===== config.mk =====
export PLATFORM = sky130hd
export DESIGN_NAME = sb_store_buffer
export DESIGN_NICKNAME = d
export VERILOG_FILES = /design/src/rtl/sb_store_buffer.sv
export SDC_FILE = /design/constraint.sdc
export NUM_CORES = 1
export LEC_CHECK = 0
export ABC_AREA = 1
export ABC_CLOCK_PERIOD_IN_PS = 2900
export CORE_MARGIN = 4
export CORE_UTILIZATION = 50
export CTS_CLUSTER_DIAMETER = 100
export DETAILED_ROUTE_END_ITERATION = 8
export PLACE_DENSITY = 0.86
export SLEW_MARGIN = 0
export SYNTH_ARGS = -nofsm -noshare
export SYNTH_HDL_FRONTEND = slang
export SYNTH_SLANG_ARGS = --single-unit

===== constraint.sdc =====
create_clock -name sb_clk -period 2.9 [get_ports sb_clk]
set_input_delay 0.87 -clock sb_clk [delete_from_list [all_inputs] [get_ports sb_clk]]
set_output_delay 0.87 -clock sb_clk [all_outputs]
set_load 0.01 [all_outputs]

===== src/rtl/sb_store_buffer.sv =====
// sb_store_buffer
//   Store buffer between the EX/MEM stage and a single-port data memory.
//   Stores are queued in a circular FIFO and drained to memory when the port
//   is not needed by a load. Loads that match a buffered store are forwarded
//   from the youngest matching entry. Loads that miss go straight to memory.
//
// Ports
//   sb_clk, sb_rst               clock, async active-low reset
//   sb_i_st_valid/addr/data      store request
//   sb_o_st_ready                space available (registered count only)
//   sb_i_ld_valid/addr           load request
//   sb_o_ld_hit, sb_o_ld_data    forwarded hit / load result
//   sb_o_stall                   pipeline stall request
//   sb_o_empty                   no buffered stores
//   sb_o_mem_*                   data-memory port (ce, wr_en, addr, data)
//   sb_i_mem_rdata               combinational memory read data
module sb_store_buffer #(
  parameter int DWIDTH = 32,
  parameter int AWIDTH = 5,
  parameter int DEPTH  = 4
) (
  input  logic              sb_clk,
  input  logic              sb_rst,
  input  logic              sb_i_st_valid,
  input  logic [AWIDTH-1:0] sb_i_st_addr,
  input  logic [DWIDTH-1:0] sb_i_st_data,
  output logic              sb_o_st_ready,
  input  logic              sb_i_ld_valid,
  input  logic [AWIDTH-1:0] sb_i_ld_addr,
  output logic              sb_o_ld_hit,
  output logic [DWIDTH-1:0] sb_o_ld_data,
  output logic              sb_o_stall,
  output logic              sb_o_empty,
  output logic              sb_o_mem_ce,
  output logic              sb_o_mem_wr_en,
  output logic [AWIDTH-1:0] sb_o_mem_addr,
  output logic [DWIDTH-1:0] sb_o_mem_data,
  input  logic [DWIDTH-1:0] sb_i_mem_rdata
);

  localparam int PW = $clog2(DEPTH);
  localparam logic [PW:0] FULL_CNT = (PW+1)'(DEPTH);

  logic [AWIDTH-1:0] addr_q [DEPTH];
  logic [DWIDTH-1:0] data_q [DEPTH];
  logic [PW-1:0]     head_q, tail_q;
  logic [PW:0]       count_q;

  logic              full, hit, ld_miss, load_port, drain, enq;
  logic [DWIDTH-1:0] hit_data;
  logic [PW-1:0]     idx;

  assign full          = (count_q == FULL_CNT);
  assign sb_o_st_ready = !full;
  assign sb_o_empty    = (count_q == '0);
  assign enq           = sb_i_st_valid && sb_o_st_ready;

  // Walk occupied entries oldest to youngest; later matches overwrite, so the
  // youngest matching store wins. The entry being drained this cycle is still
  // occupied and therefore still searched.
  always_comb begin
    hit      = 1'b0;
    hit_data = '0;
    idx      = '0;
    for (int i = 0; i < DEPTH; i++) begin
      idx = head_q + PW'(i);
      if (((PW+1)'(i) < count_q) && (addr_q[idx] == sb_i_ld_addr)) begin
        hit      = 1'b1;
        hit_data = data_q[idx];
      end
    end
  end

  // A missing load owns the port unless the buffer is full, in which case the
  // drain must make progress and the load stalls instead.
  assign ld_miss   = sb_i_ld_valid && !hit;
  assign load_port = ld_miss && !full;
  assign drain     = (count_q != '0) && !load_port;

  assign sb_o_stall = (sb_i_st_valid && !sb_o_st_ready) || (ld_miss && full);

  always_comb begin
    sb_o_ld_hit    = 1'b0;
    sb_o_ld_data   = '0;
    sb_o_mem_ce    = 1'b0;
    sb_o_mem_wr_en = 1'b0;
    sb_o_mem_addr  = '0;
    sb_o_mem_data  = '0;
    if (sb_i_ld_valid && hit) begin
      sb_o_ld_hit  = 1'b1;
      sb_o_ld_data = hit_data;
    end
    if (load_port) begin
      sb_o_mem_ce   = 1'b1;
      sb_o_mem_addr = sb_i_ld_addr;
      sb_o_ld_data  = sb_i_mem_rdata;
    end else if (drain) begin
      sb_o_mem_ce    = 1'b1;
      sb_o_mem_wr_en = 1'b1;
      sb_o_mem_addr  = addr_q[head_q];
      sb_o_mem_data  = data_q[head_q];
    end
  end

  always_ff @(posedge sb_clk or negedge sb_rst) begin
    if (!sb_rst) begin
      head_q  <= '0;
      tail_q  <= '0;
      count_q <= '0;
      for (int i = 0; i < DEPTH; i++) begin
        addr_q[i] <= '0;
        data_q[i] <= '0;
      end
    end else begin
      if (enq) begin
        addr_q[tail_q] <= sb_i_st_addr;
        data_q[tail_q] <= sb_i_st_data;
        tail_q         <= tail_q + PW'(1);
      end
      if (drain) head_q <= head_q + PW'(1);
      case ({enq, drain})
        2'b10:   count_q <= count_q + (PW+1)'(1);
        2'b01:   count_q <= count_q - (PW+1)'(1);
        default: count_q <= count_q;
      endcase
    end
  end

endmodule


==> flow_metrics.tcl <==
set metrics [dict create \
    grt_max_degree 118 \
    synthFlopType "dfrtp_1" \
    dp_slack_ns -1.445 \
    die_area_sq_mm 0.02546 \
    grt.total_usage 0.2806 \
    r2r_slack_ns -0.11 \
    gr-max-usage-layer "met2" \
    yosysTopAreaCell "dfrtp_1" \
    p_leak_nw 8.085 \
    ys_types 29 \
    min_period_ns 3.961 \
    die_x_um 159.6 \
    clk_pin_slew_worst_paths_ns 0.07 \
    nNetsFinal 2217 \
    fp.dieH_um 159.6 \
    ys_ff_latch 155 \
    p_total_mw 20.53 \
    grt_util_met2 0.4808 \
    holdBufCountCts 0 \
    ff2ff_path_depth 20 \
    antenna_found_initial 0 \
    slew_violations 0 \
    fin_crit_sh 1.366 \
    crit-reg2reg-launch "head_q[0]" \
    crit_fanout 6 \
    outcome "complete, but fails checks" \
    worst_slack_ns -1.061 \
    critPathRequiredTime_ns 2.03 \
    end_kind "primary output" \
    wire_per_inst_um 16.50 \
    p_per_area_mw_per_mm2 1300 \
    cts.sink_count 155 \
    drc 0 \
    yosys-top-cells-area "dfrtp_1 34%, nand2_1 26%, o21ai_0 14%" \
    fin_setup_tns_ns -62.23 \
    synthTopCellsByCount "787 x nand2_1, 323 x o21ai_0, 155 x dfrtp_1" \
    wirelength_mm 40.06 \
    initialDrtViolationCount 1603 \
    synth.most_common_cell "nand2_1" \
    worstSetupPathType "register to primary output" \
    drive_above_1_share 0.2250 \
    r2r_end "count_q[2]" \
    drtAntennaViolNets 0 \
    io_buffers 152 \
    skew_ns 0.005600 \
    ys_warn_count 0 \
    fin_util 0.6973 \
    violations "negative setup slack" \
    core_area_sq_mm 0.02264 \
    hpwlAfterDp_mm 23.01 \
    cts_root_buf "clkbuf_16" \
    grt_pass1_wl_mm 60.31 \
    grt_overflow 0 \
    min_path_type "primary input to asynchronous set/reset pin" \
    synth_area_sq_mm 0.01149 \
    place.gp.congestion 0.8723 \
    async_flop_share 1.000 \
    synth_area_per_cell_sq_um 6.023 \
    vias 13800 \
    rows 55 \
    max_slew_margin 0.5928 \
    drv_cap 0 \
    grt_util_met1 0.3488 \
    cts_tree "done" \
    rsz0062_at_grt "true" \
    synth_fp_nets 1995 \
    cts_buffer_depth 2 \
    ios 153 \
    worst_pin_slew_ns 0.6044 \
    start_util 0.5073 \
    antennaDiodeCount 0 \
    via_per_inst 5.686 \
    synth_top_area_share 0.3377 \
    yosysSeqAreaShare 0.3377 \
    syn_to_final_growth_pct 37.44 \
    cp-start-kind "register" \
    finalSetupViolations 76 \
    grt_pass1_vias 12740 \
    cts_max_level 4 \
    synth_edf_count 0 \
    numCtsBuffers 17 \
    first_pass_iters 6 \
    hold_viol 0 \
    max_clock_freq_mhz 252.5 \
    arrival_ns 3.09 \
    vdd_drop_max_mv 0.8143 \
    synth_cells 1907 \
    met3_usage 0.04142 \
    clk_latency_ns 0.44 \
]
==> flip-flops by register name, summed over array words and instances (netlist names) <==
| name | cells |
|---|---|
| tail_q | 2 |
| head_q | 2 |
| count_q | 3 |
| addr_q | 20 |
| data_q | 128 |
==> critical path: stages (launching register included) <==
cell and delay (ns):
dfrtp_4 0.56, nand2_1 0.23, nand2_4 0.13, nand2_1 0.12
nand2_1 0.08, nand2_1 0.07, nand2_1 0.07, nor2_1 0.12
nand3_2 0.12, nand2_2 0.12, buf_4 0.12, o21ai_4 0.07
buf_4 0.16, clkbuf_16 0.16, nor2_1 0.21, nand2_2 0.11
nand2_2 0.07, buf_2 0.12
==> routing by layer <==
metal | part of all wire | vias to the layer above
li1 | - | 6525
met1 | 0.38 | 6260
met2 | 0.48 | 821
met3 | 0.096 | 195
met4 | 0.049 | 0
met5 | 0 | -
==> placed cells by master, fill, tap and decap left out, drive strengths merged <==
cell type,count
nand3,45
xnor2,2
o31ai,1
ha,10
buf,230
nand3b,1
o21ai,345
and2,1
clkinv,5
nand4,5
nor2,145
nor3,33
xor2,1
clkdlybuf4s15,13
nand2,793
o211ai,32
bufinv,1
a21oi,38
mux2i,2
clkbuf,31
dlygate4sd2,8
clkdlybuf4s50,71
or2,32
inv,142
dfrtp,155
==> cell families (layout without fill, tap and decap cells) <==
kind of cell	after synthesis	count (layout)	synth area share
muxes	2	2	0.001743
xor gates and xnor gates	3	3	0.002288
AOI/OAI and AO/OA	416	416	0.1885
DFF	155	155	0.3377
adders and majority gates	10	10	0.01089
buffers and inverters	268	501	0.09412
and+or+nand+nor	1053	1055	0.3648
==> worst max-delay path by stage <==
stage,end,depth (start not counted),from,slack [ns]
2_1_floorplan,sb_o_ld_data[21],13,sb_i_ld_addr[1],0.001
3_3_place_gp,sb_o_mem_data[28],13,sb_i_ld_addr[1],-1.41
3_5_place_dp,sb_o_mem_data[28],13,sb_i_ld_addr[1],-1.45
4_1_cts,sb_o_ld_data[8],17,head_q[0],-0.93
5_1_grt,sb_o_ld_data[24],19,head_q[0],-1.15
6_report,sb_o_ld_data[24],17,head_q[0],-1.06
==> per-stage QoR <==
| stage | hold WS (ns) | area [sq um] | std cells |
|---|---|---|---|
| after floorplan | 0.4530 | 11800 | 1907 |
| after global placement | 0.4656 | 14420 | 2351 |
| after detailed placement | 0.4730 | 14420 | 2351 |
| after CTS | 0.4263 | 15370 | 2412 |
| after global routing | 0.4403 | 15790 | 2427 |
| final | 0.4011 | 15790 | 2427 |
==> repair_timing <==
action / 4_1_cts / 5_1_grt
pin swaps: 10 / 21
setup buffers: 23 / 7
setup endpoints to repair: 78 / 77
gates cloned: 6 / 9
gates resized for setup: 255 / 158
==> power by group <==
group / switching [mW] / internal, mW
Clock: 0.998 / 1.22
Sequential: 0.733 / 3.18
Combinational: 8.44 / 5.96
Total: 10.2 / 10.4
==> final cells by class <==
class                           instances  area [sq um]
Clock buffer                           18         429.2
Clock inverter                         14         146.4
Fill cell                            1726          6854
Inverter                              134         548.0
Multi-Input combinational cell       1486          7148
Sequential cell                       155          3886
Tap cell                              285         356.6
Timing Repair Buffer                  335          3272
Note: power is estimated with default switching activity, not from simulation.
